File: config.mk
export PLATFORM = sky130hd
export DESIGN_NAME = inst_fetch
export DESIGN_NICKNAME = d
export VERILOG_FILES = /design/src/rtl/rv_pkg.sv /design/src/rtl/sync_fifo.sv /design/src/rtl/inst_fetch.sv
export SDC_FILE = /design/constraint.sdc
export NUM_CORES = 1
export LEC_CHECK = 0
export BUFFER_PORTS_ARGS = -buffer_cell sky130_fd_sc_hd__buf_2
export CAP_MARGIN = 20
export CORE_UTILIZATION = 53
export DETAILED_ROUTE_END_ITERATION = 10
export PLACE_DENSITY = 0.82
export SLEW_MARGIN = 30
export SYNTH_ARGS = -nofsm -noshare
export SYNTH_HDL_FRONTEND = slang
export SYNTH_SLANG_ARGS = --single-unit
File: constraint.sdc
create_clock -name clk -period 3 [get_ports clk]
set_input_delay 0.3 -clock clk [delete_from_list [all_inputs] [get_ports clk]]
set_output_delay 0.3 -clock clk [all_outputs]
set_load 0.05 [all_outputs]
File: src/rtl/rv_pkg.sv
// Shared RISC-V definitions used by the front end: opcodes, the nop encoding and the fetch entry type.
package rv_pkg;

    localparam int unsigned XLEN = 32;

    localparam logic [6:0] OP_R     = 7'b0110011;
    localparam logic [6:0] OP_I     = 7'b0010011;
    localparam logic [6:0] OP_L     = 7'b0000011;
    localparam logic [6:0] OP_S     = 7'b0100011;
    localparam logic [6:0] OP_B     = 7'b1100011;
    localparam logic [6:0] OP_J     = 7'b1101111;
    localparam logic [6:0] OP_JALR  = 7'b1100111;
    localparam logic [6:0] OP_LUI   = 7'b0110111;
    localparam logic [6:0] OP_AUIPC = 7'b0010111;
    localparam logic [6:0] OP_SYS   = 7'b1110011;

    localparam logic [XLEN-1:0] INST_NOP = 32'h0000_0013;

    typedef struct packed {
        logic [XLEN-1:0] pc;
        logic [XLEN-1:0] inst;
    } fetch_entry_t;

endpackage

File: src/rtl/sync_fifo.sv
// Synchronous FIFO with flush; head word is visible on rdata without a pop.
module sync_fifo #(
    parameter int unsigned WIDTH = 32,
    parameter int unsigned DEPTH = 4
) (
    input  logic                         clk,
    input  logic                         rst,
    input  logic                         push,
    input  logic                         pop,
    input  logic                         flush,
    input  logic [WIDTH-1:0]             wdata,
    output logic [WIDTH-1:0]             rdata,
    output logic                         full,
    output logic                         empty,
    output logic [$clog2(DEPTH+1)-1:0]   count
);

    localparam int unsigned AW = (DEPTH > 1) ? $clog2(DEPTH) : 1;
    localparam int unsigned CW = $clog2(DEPTH+1);

    logic [WIDTH-1:0] mem [DEPTH];
    logic [AW-1:0]    wptr;
    logic [AW-1:0]    rptr;
    logic             do_push;
    logic             do_pop;

    // Pointers wrap explicitly so DEPTH need not be a power of two.
    function automatic logic [AW-1:0] next_ptr(input logic [AW-1:0] p);
        return (32'(p) == DEPTH - 1) ? '0 : p + AW'(1);
    endfunction

    assign full    = (count == CW'(DEPTH));
    assign empty   = (count == '0);
    assign do_pop  = pop && !empty;
    assign do_push = push && (!full || do_pop);
    assign rdata   = mem[rptr];

    always_ff @(posedge clk) begin
        if (rst || flush) begin
            wptr  <= '0;
            rptr  <= '0;
            count <= '0;
        end else begin
            if (do_push) wptr <= next_ptr(wptr);
            if (do_pop)  rptr <= next_ptr(rptr);
            if (do_push && !do_pop) begin
                count <= count + CW'(1);
            end else if (do_pop && !do_push) begin
                count <= count - CW'(1);
            end
        end
    end

    always_ff @(posedge clk) begin
        if (do_push && !flush && !rst) begin
            mem[wptr] <= wdata;
        end
    end

endmodule

File: src/rtl/inst_fetch.sv
// Instruction fetch stage: credit-limited word requests, pc tagging of responses, in-order
// queue toward decode, and redirect handling that discards every stale in-flight response.
module inst_fetch
    import rv_pkg::*;
#(
    parameter logic [XLEN-1:0] RESET_PC = 32'h0000_0000,
    parameter int unsigned     DEPTH    = 4,
    parameter int unsigned     MAX_OUT  = 4
) (
    input  logic            clk,
    input  logic            rst,
    output logic            imem_req,
    output logic [XLEN-1:0] imem_addr,
    input  logic            imem_gnt,
    input  logic            imem_rvalid,
    input  logic [XLEN-1:0] imem_rdata,
    input  logic            redirect,
    input  logic [XLEN-1:0] redirect_pc,
    output logic            if_valid,
    output logic [XLEN-1:0] if_inst,
    output logic [XLEN-1:0] if_pc,
    input  logic            id_ready
);

    localparam int unsigned QCW = $clog2(DEPTH+1);
    localparam int unsigned OCW = $clog2(MAX_OUT+1);

    logic [XLEN-1:0] fetch_pc;
    logic [OCW-1:0]  outstanding;
    logic [OCW-1:0]  drop_cnt;

    logic [QCW-1:0]  q_count;
    logic            q_empty;
    logic            q_full;
    fetch_entry_t    q_head;
    fetch_entry_t    q_wdata;

    logic [XLEN-1:0] tag_head;
    logic [OCW-1:0]  tag_count;
    logic            tag_full;
    logic            tag_empty;

    logic            grant;
    logic            rsp;
    logic            keep;
    logic            q_pop;
    logic [31:0]     in_use;

    // Reserving a queue slot per outstanding request means no response ever lacks space.
    assign in_use    = 32'(q_count) + 32'(outstanding);
    assign imem_req  = !rst && !redirect && (in_use < DEPTH) && (32'(outstanding) < MAX_OUT);
    assign imem_addr = fetch_pc;
    assign grant     = imem_req && imem_gnt;
    assign rsp       = imem_rvalid && (outstanding != '0);
    assign keep      = rsp && (drop_cnt == '0) && !redirect && !rst;
    assign q_pop     = if_valid && id_ready && !redirect;
    assign q_wdata   = '{pc: tag_head, inst: imem_rdata};

    always_ff @(posedge clk) begin
        if (rst) begin
            fetch_pc    <= RESET_PC;
            outstanding <= '0;
            drop_cnt    <= '0;
        end else begin
            if (redirect) begin
                fetch_pc <= {redirect_pc[XLEN-1:2], 2'b00};
            end else if (grant) begin
                fetch_pc <= fetch_pc + 32'd4;
            end
            outstanding <= outstanding + OCW'(grant) - OCW'(rsp);
            // Everything still in flight at a redirect is stale, including earlier drops.
            if (redirect) begin
                drop_cnt <= outstanding - OCW'(rsp);
            end else if (rsp && (drop_cnt != '0)) begin
                drop_cnt <= drop_cnt - OCW'(1);
            end
        end
    end

    sync_fifo #(
        .WIDTH ($bits(fetch_entry_t)),
        .DEPTH (DEPTH)
    ) u_queue (
        .clk   (clk),
        .rst   (rst),
        .push  (keep),
        .pop   (q_pop),
        .flush (redirect),
        .wdata (q_wdata),
        .rdata (q_head),
        .full  (q_full),
        .empty (q_empty),
        .count (q_count)
    );

    sync_fifo #(
        .WIDTH (XLEN),
        .DEPTH (MAX_OUT)
    ) u_tags (
        .clk   (clk),
        .rst   (rst),
        .push  (grant),
        .pop   (keep),
        .flush (redirect),
        .wdata (imem_addr),
        .rdata (tag_head),
        .full  (tag_full),
        .empty (tag_empty),
        .count (tag_count)
    );

    assign if_valid = !q_empty;
    assign if_inst  = q_empty ? INST_NOP : q_head.inst;
    assign if_pc    = q_empty ? '0 : q_head.pc;

    logic unused_ok;
    assign unused_ok = ^{redirect_pc[1:0], tag_full, tag_empty, tag_count};

    assert property (@(posedge clk) disable iff (rst) imem_rvalid |-> (outstanding != '0));
    assert property (@(posedge clk) disable iff (rst) (q_full && keep) |-> q_pop);
    assert property (@(posedge clk) disable iff (rst) imem_addr[1:0] == 2'b00);
    assert property (@(posedge clk) disable iff (rst)
        (imem_req && !imem_gnt) |=> (redirect || (imem_req && $stable(imem_addr))));

endmodule

# Word-level counts from Yosys, hierarchy flattened
# Memory sizes are Yosys's and may differ from the RTL's. A register that Yosys moved wholly into a read port is not among the register bits.
# Index checks and enable logic that the tools add are counted.
# op_classes
addsub	14
magnitude_cmp	2
eq_ne	6
mux	22
reduce_logical	46
# ops
operator	n
32-bit 2-to-1 mux	4
32-bit by 3-bit adder with 32-bit output, second input constant	1
1-bit logical AND	23
3-bit 2-to-1 mux	6
2-bit 2-to-1 mux	8
1-bit zero test	10
3-bit zero test	3
3-bit by 1-bit subtractor with 3-bit output, second input constant	3
2-bit by 1-bit adder with 2-bit output, second input constant	4
2-bit equality test, second input constant	4
2-bit nonzero test	4
3-bit by 1-bit adder with 3-bit output, second input constant	2
3-bit equality test, second input constant	2
3-bit nonzero test	2
3-bit by 1-bit subtractor with 3-bit output	2
3-bit by 3-bit adder with 4-bit output	1
4-bit by 3-bit less-than comparator with 1-bit output, second input constant	1
1-bit 2-to-1 mux	4
3-bit by 1-bit adder with 3-bit output	1
1-bit logical OR	3
3-bit less-than comparator, second input constant	1
2-bit OR reduction	1
# word_totals
register_bits	52
mem_bits_rw	384
input_bits	70
output_inout_bits	98
mem_count	2
# mem_list
memory	depth	width	rd	rd_clocked_by_memory_dff	wr	line	source
u_queue.mem	4	64	1	1	1	sync_fifo.sv:21	logic [WIDTH-1:0] mem [DEPTH];
u_tags.mem	4	32	1	1	1	sync_fifo.sv:21	

# Depth between registers and ports, before layout
# Gate-level depths: netlist of run 1.
# logic_depth
ltp_word	12
mapped_depth	13
depth_no_buf	11

# Hierarchy
# From an unflattened synthesis of run 1, not the netlist that was laid out.
# unflattened
cells_unflattened	957
hier_area_um2	17504.3
# by_module_without_submodules
module	instances	cells_each	area_per_inst_um2
sync_fifo (u_queue)	1	385	9690.5
sync_fifo (u_tags)	1	218	5094.9
inst_fetch	1	354	2718.9

# Worst setup path after synthesis of run 1
# OpenSTA, ideal clock, no wires.
# synth_timing
path_type	input port to flip-flop
start	input port rst
end	memory u_queue.mem[1][0] (netlist bit), enable pin
setup_ns	0.426
arrival_time_ns	2.811
slack_ns	-0.238
cell_stages	5
path_buffers	1
path_cell_list	buf_2 -> nor2_2 -> nand3_1 -> a31oi_1 -> and2_1
# synth_between
elab_chain_cells	7
# synth_rtl
item	line	source
start: declaration	inst_fetch.sv:11	input logic rst,
1-bit zero test *	sync_fifo.sv:55, inst_fetch.sv:55	
1-bit logical AND	inst_fetch.sv:55	assign keep = rsp && (drop_cnt == '0) && !redirect && !rst;
1-bit logical AND	sync_fifo.sv:35	assign do_push = push && (!full || do_pop);
1-bit logical AND	sync_fifo.sv:55	if (do_push && !flush && !rst) begin
1-bit logical AND *	sync_fifo.sv:55	
1-bit 2-to-1 mux *	sync_fifo.sv:55	
1-bit 2-to-1 mux (not written as such) *	sync_fifo.sv:56	mem[wptr] <= wdata;
end: declaration	sync_fifo.sv:21	
# Every way passes the cells marked *; elsewhere a longest branch is shown, timed or not.

# Worst setup path in the final report of run 1
# layout_timing
start	register u_queue.count[0]
end	output port if_pc[15]
# layout_between
elab_chain_cells	2
# layout_rtl
item	line	source
start: declaration	sync_fifo.sv:15	output logic [$clog2(DEPTH+1)-1:0] count
start signal: assignment	sync_fifo.sv:47	count <= count + CW'(1);
start signal: assignment	sync_fifo.sv:49	count <= count - CW'(1);
3-bit zero test	sync_fifo.sv:33	assign empty = (count == '0);
32-bit 2-to-1 mux	inst_fetch.sv:114	assign if_pc = q_empty ? '0 : q_head.pc;
end: declaration	inst_fetch.sv:21	output logic [XLEN-1:0] if_pc,
# No other way between the ends.

==> out/results.ini, run 1 <==
[outcome]
status = finished clean

[global_route]
overflow = 0
grt_pass1_wl_um = 52000
grt_max_degree = 63
antenna_found_initial = 0
grt_pass1_vias = 9479
grt_usage_pct = 20.8

[synth]
yosys.cell_count.top_type = edfxtp_1
yosysSeqAreaShare_pct = 72.2
synthXorXnorAreaFrac_pct = 0.834
synth_edf_count = 368
synth_common_cells = edfxtp_1 (368), mux4_2 (92), and2_1 (70), dfxtp_1 (54), nand2_1 (43)
synth_top_family_by_area = multiplexers
synth_area_leader_cell = edfxtp_1
synth_compound_area_share_pct = 2.55
synth_seq_cells = 422
synth_top_area_share_pct = 65.7
ys.flop_type = edfxtp_1
synth_warnings = 0
synthAdderAreaFrac_pct = 1.92
synth_simple_gate_area_share_pct = 7.48
synthTopCellsByArea = edfxtp_1 (66%), mux4_2 (12%), dfxtp_1 (6.4%), and2_1 (2.6%), ha_1 (1.6%)
postSynthCellCount = 931
synthDistinctLibCells = 58
avgSynthCellArea_um2 = 18.1
syn_area_um2 = 16800
synth_mux_area_share_pct = 13.3
synthArstFlopShare_pct = 0

[worst_setup_path]
criticalPathCategory = reg2out
arrival_ns = 2.61
crit_fanout = 62
r2r_cells = 11
required_ns = 2.70
critPathLaunchType = flop
r2r_slack_ns = 0.12
worstSetupEndpointType = primary output
rr_startpoint = outstanding[2]
rr_endpoint = u_tags.count[2]

[floorplanning]
die_x_um = 180
fp-row-count = 64
coreArea_um2 = 30900
die_h_um = 180
initial_core_util_pct = 54.4
dieArea_um2 = 32400
io_pins = 168

[min_path]
hold_depth = 3
hold_class = in2reg
hp-start = redirect_pc[20]
holdPathEnd = imem_addr[20]

[run]
maxCapViolCount = 0

[timing]
worst_slew_pin_slew_ns = 0.954
grt_setup_unrepaired = false
slew_headroom_pct = 35.9
clock_skew_ns = 0.0206
setup_violations = 0
fin_ws_ns = 0.0938
max_freq_mhz = 344
report.final.slew_viol_count = 0
tns_ns = 0
hold_violations = 0
period_minus_slack_ns = 2.91
min_period_over_period_pct = 96.9

[clock_tree]
clock-sinks = 422
numCtsBuffers = 42
postCtsSetupRepairBufs = 0
clkTransAtPathRegs_ns = 0.06
clockRootBuffer = clkbuf_16
htree_levels = 2
insertion_delay_ns = 0.53
clockBufferDepth = 3
cts_tree = yes

[placed_design]
dp.cells = 1479
gp_congestion = 0.890
dp_slack_ns = 0.155
port_buffers = 161
post-dp-hpwl_um = 20400

[power_and_ir_drop]
cellLeakagePower_uw = 0.00691
p_per_area_nw_per_um2 = 653
ir_drop_mv = 0.403

[routing]
dr.first_iter.drc_count = 646
post-route-drc-count = 0
dr.pass1.iters = 6
routed_wl_um = 33300
num_vias = 9231
ant_nets = 0
avgRoutedWirePerCell_um = 20.9
viasPerCell = 5.79

[cells_and_area]
finalNonFillerCells = 1594
area_growth_pct = 18.9
n_fill_cell = 2063
drive_above_1_share_pct = 31.3
nets = 1259

==> registers in the layout (all words and copies together), names as in the netlist, named ones only <==
| register | count |
|---|---|
| drop_cnt | 3 |
| imem_addr | 30 |
| outstanding | 3 |
| u_queue.count | 3 |
| u_queue.mem | 248 |
| u_queue.rptr | 2 |
| u_queue.wptr | 2 |
| u_tags.count | 3 |
| u_tags.mem | 120 |
| u_tags.rptr | 2 |
| u_tags.wptr | 2 |
==> per-layer routing <==
layer  GRT usage, %  vias to the layer above  part of all wire (%)
met5              0                        -                     0
met4           6.02                        0                   1.7
met3           3.66                       49                   6.7
met2           35.3                      386                    50
met1           27.9                     4663                    42
li1               -                     4133                     -
==> final cells by class <==
type                       count  area [µm²]  area share, %
sequential                   422       12100           60.7
clock buffer                  52        1110           5.55
inverter                      19        73.8          0.369
tap                          396         495           2.48
antenna                        1        2.50         0.0125
timing repair buffer         234        1510           7.56
clock inverter                24         241           1.21
multi-input combinational    446        4410           22.1
==> kinds of logic (layout without fill, tap and decap cells) <==
family / count (synthesis) / after routing
XOR/XNOR: 16 / 16
adder cells (fa/ha/maj): 24 / 24
AND/OR/NAND/NOR: 230 / 230
other: 1 / 5
AO/OA/AOI/OAI: 64 / 64
buffers and inverters: 66 / 329
multiplexers: 108 / 108
flip-flops: 422 / 422
==> cells in the final DEF (no fill, tap or decap), types with 22 or more instances in the layout <==
cell type        n
buf_4           30
a21oi_1         22
nand2_1         43
nor2_1          39
mux4_2          92
edfxtp_1       368
clkbuf_16       43
and2_1          66
buf_2          161
dfxtp_1         50
dlygate4sd3_1   38
==> how the worst max path moves through the flow <==
stage	from	to	slack, ns	cells after the start
5_1_grt	u_queue.count[0]	if_pc[15]	0.01	5
2_1_floorplan	outstanding[2]	u_tags.count[2]	0.06	13
3_3_place_gp	outstanding[2]	u_tags.count[2]	0.23	11
6_report	u_queue.count[0]	if_pc[15]	0.09	5
4_1_cts	outstanding[2]	u_tags.count[2]	0.07	11
3_5_place_dp	outstanding[2]	u_tags.count[2]	0.16	11
==> worst max-delay path, stage by stage (launching register included) <==
cell and delay [ns]:
dfxtp_1 0.37, nor3_1 0.80, inv_2 0.06, buf_4 0.32, and2_1 0.26, buf_2 0.22
==> through the flow <==
stage                     instance area (µm²)  utilization (%)  total power [µW]  hold slack, ns
final                                   20000             64.6             13100          0.0212
after global routing                    20000             64.6             13500         0.00867
after CTS                               20000             64.6             13200        0.000115
after detailed placement                18200             59.0              8010           0.502
after global placement                  18200             59.0              7970           0.477
after floorplan                         16800                -              7650           0.399
==> where the power goes <==
group / leakage [µW] / total [µW] / internal, µW / switching [µW]
combinational: 0.00247 / 1240 / 451 / 792
clock: 0.000655 / 5130 / 3050 / 2080
sequential: 0.00379 / 6680 / 6550 / 138
total: 0.00691 / 13100 / 10000 / 3010
==> what timing repair did <==
action                                  in CTS  in global routing
hold buffers                                37                  1
gates resized for setup                      0                  1
endpoints found under the setup margin       0                  1
endpoints found under the hold margin      126                  4
Power figures use the tool's default switching activity.
==> run 2: changes to the inputs <==
Settings changed: PLACE_DENSITY 0.82 to 0.76.
==> run 2 against run 1 <==
  * Clock-buffer cell count increased by 2
  * Final cell count hardly changed
  * Largest cell class unchanged
  * Critical path depth increased by 6
  * Critical path type is now reg2reg
  * Worst setup slack gained 0.10 ns
  * Wire length fell by 2.0%
  * Global-route usage is 0.41 points lower
==> out/results.ini, run 2 (same netlist as run 1, synthesis figures left out) <==
[worst_setup_path]
required_ns = 3.44
criticalPathCategory = reg2reg
r2r_cells = 11
crit_fanout = 5
crit_start = outstanding[2]
arrival_ns = 3.24
worstSetupEndpointType = flop
critPathLaunchType = flop
r2r_slack_ns = 0.19
rr_startpoint = outstanding[2]
rr_endpoint = u_tags.count[2]
critPathCapture = u_tags.count[2]

[clock_tree]
htree_levels = 2
clkTransAtPathRegs_ns = 0.07
cts_tree = yes
clockRootBuffer = clkbuf_16
clockBufferDepth = 3
numCtsBuffers = 42
clock-sinks = 422
insertion_delay_ns = 0.53

[power_and_ir_drop]
cellLeakagePower_uw = 0.00694
combPwrFrac_pct = 9.7
pwr-share-seq_pct = 51.0
p_per_area_nw_per_um2 = 652
ir_drop_mv = 0.392
p_sw_uw = 3090
switching_share_pct = 23.6
power.clock.fraction_pct = 39.3
internal_power_uw = 10000

[routing]
ant_nets = 0
num_vias = 9030
dr.pass1.iters = 4
avgRoutedWirePerCell_um = 20.5
dr.first_iter.drc_count = 714
viasPerCell = 5.66
routed_wl_um = 32600
post-route-drc-count = 0

[cells_and_area]
largest_reg_flops = 248
nets = 1260
top_register = u_queue.mem
most-common-layout-cells = edfxtp_1 (368), buf_2 (161), mux4_2 (92), and2_1 (66), dfxtp_1 (50)
final_common_cell = edfxtp_1
multi_input_area_um2 = 4410
area_growth_pct = 19.4
finalNonFillerCells = 1595
drive_above_1_share_pct = 32.2
final-seq-area_um2 = 12100
utilization_pct = 64.9
n_fill_cell = 2127

[timing]
min_period_over_period_pct = 93.6
period_minus_slack_ns = 2.81
hold_violations = 0
worst_hold_slack_ns = 0.0207
report.final.slew_viol_count = 0
setup_violations = 0
clock_skew_ns = 0.0281
worst_slew_pin_slew_ns = 0.585
max_freq_mhz = 356
slew_headroom_pct = 61.0
tns_ns = 0
grt_setup_unrepaired = false

[min_path]
hold_class = in2reg
hp-start = redirect_pc[17]

[placed_design]
gp_congestion = 0.813
post-dp-hpwl_um = 20300
dp.cells = 1479
port_buffers = 161

[outcome]
status = finished clean

[global_route]
grt_max_degree = 63
antenna_found_initial = 1
overflow = 0
grt_pass1_wl_um = 51200
grt_usage_pct = 20.4
grt_pass1_vias = 9079

[floorplanning]
dieArea_um2 = 32400
coreArea_um2 = 30900
die_h_um = 180
initial_core_util_pct = 54.4
io_pins = 168
fp-row-count = 64
die_x_um = 180

[run]
maxCapViolCount = 0

run 2: final cells by class:
| class | instances | share of cell area, % |
|---|---|---|
| flip-flops and latches | 422 | 60.5 |
| repair buffers | 235 | 7.82 |
| clock buffers | 54 | 5.88 |
| diodes | 1 | 0.0125 |
| clock inverters | 22 | 1.00 |
| well taps | 396 | 2.47 |
| inverters | 19 | 0.368 |
| multi-input cells | 446 | 22.0 |
run 2: worst min-delay path by stage:
stage / endpoint / slack [ns] / cells after the start
floorplan: u_queue.mem[0][0] / 0.40 / 0
global placement: flop / 0.45 / 2
CTS: imem_addr[12] / 0.0008 / 3
global route: imem_addr[12] / 0.005 / 3
detailed placement: flop / 0.48 / 2
finish: imem_addr[17] / 0.02 / 3
run 2: per-stage QoR:
step | area [µm²] | total power (µW) | setup WS [ns]
6_report | 20100 | 13100 | 0.193
5_1_grt | 20100 | 13600 | 0.0631
4_1_cts | 20100 | 13200 | 0.0595
3_5_place_dp | 18300 | 8020 | 0.134
3_3_place_gp | 18300 | 7980 | 0.231
2_1_floorplan | 16800 | 7650 | 0.0586
run 2: worst max-delay path: stages (launching register included):
cell and delay (ns):
dfxtp_2 0.36, ha_1 0.23, nor4_4 0.34, and4_2 0.32, inv_4 0.05, a31oi_4 0.14, ha_1 0.21, inv_1 0.06
fa_1 0.38, xor2_1 0.18, or3_1 0.30, a21oi_1 0.16
run 2: power by group through the flow:
| stage | Sequential [µW] | Clock, µW | Combinational (µW) |
|---|---|---|---|
| 5_1_grt | 6690 | 5490 | 1380 |
| 3_3_place_gp | 6790 | 0 | 1190 |
| 2_1_floorplan | 6850 | 0 | 801 |
| 4_1_cts | 6670 | 5260 | 1270 |
| 6_report | 6670 | 5150 | 1270 |
| 3_5_place_dp | 6800 | 0 | 1220 |
run 2: layer usage:
layer	up-vias	part of all wire [%]	global-route usage [%]
li1	4139	-	-
met1	4524	44	28.7
met2	314	49	33.7
met3	53	5.9	3.62
met4	0	1.7	4.79
met5	-	0	0
run 2: timing repair:
action	CTS	global route
setup endpoints to repair	0	61
hold endpoints to repair	134	0
setup buffers	0	1
resized for setup	0	2
hold buffers	38	0
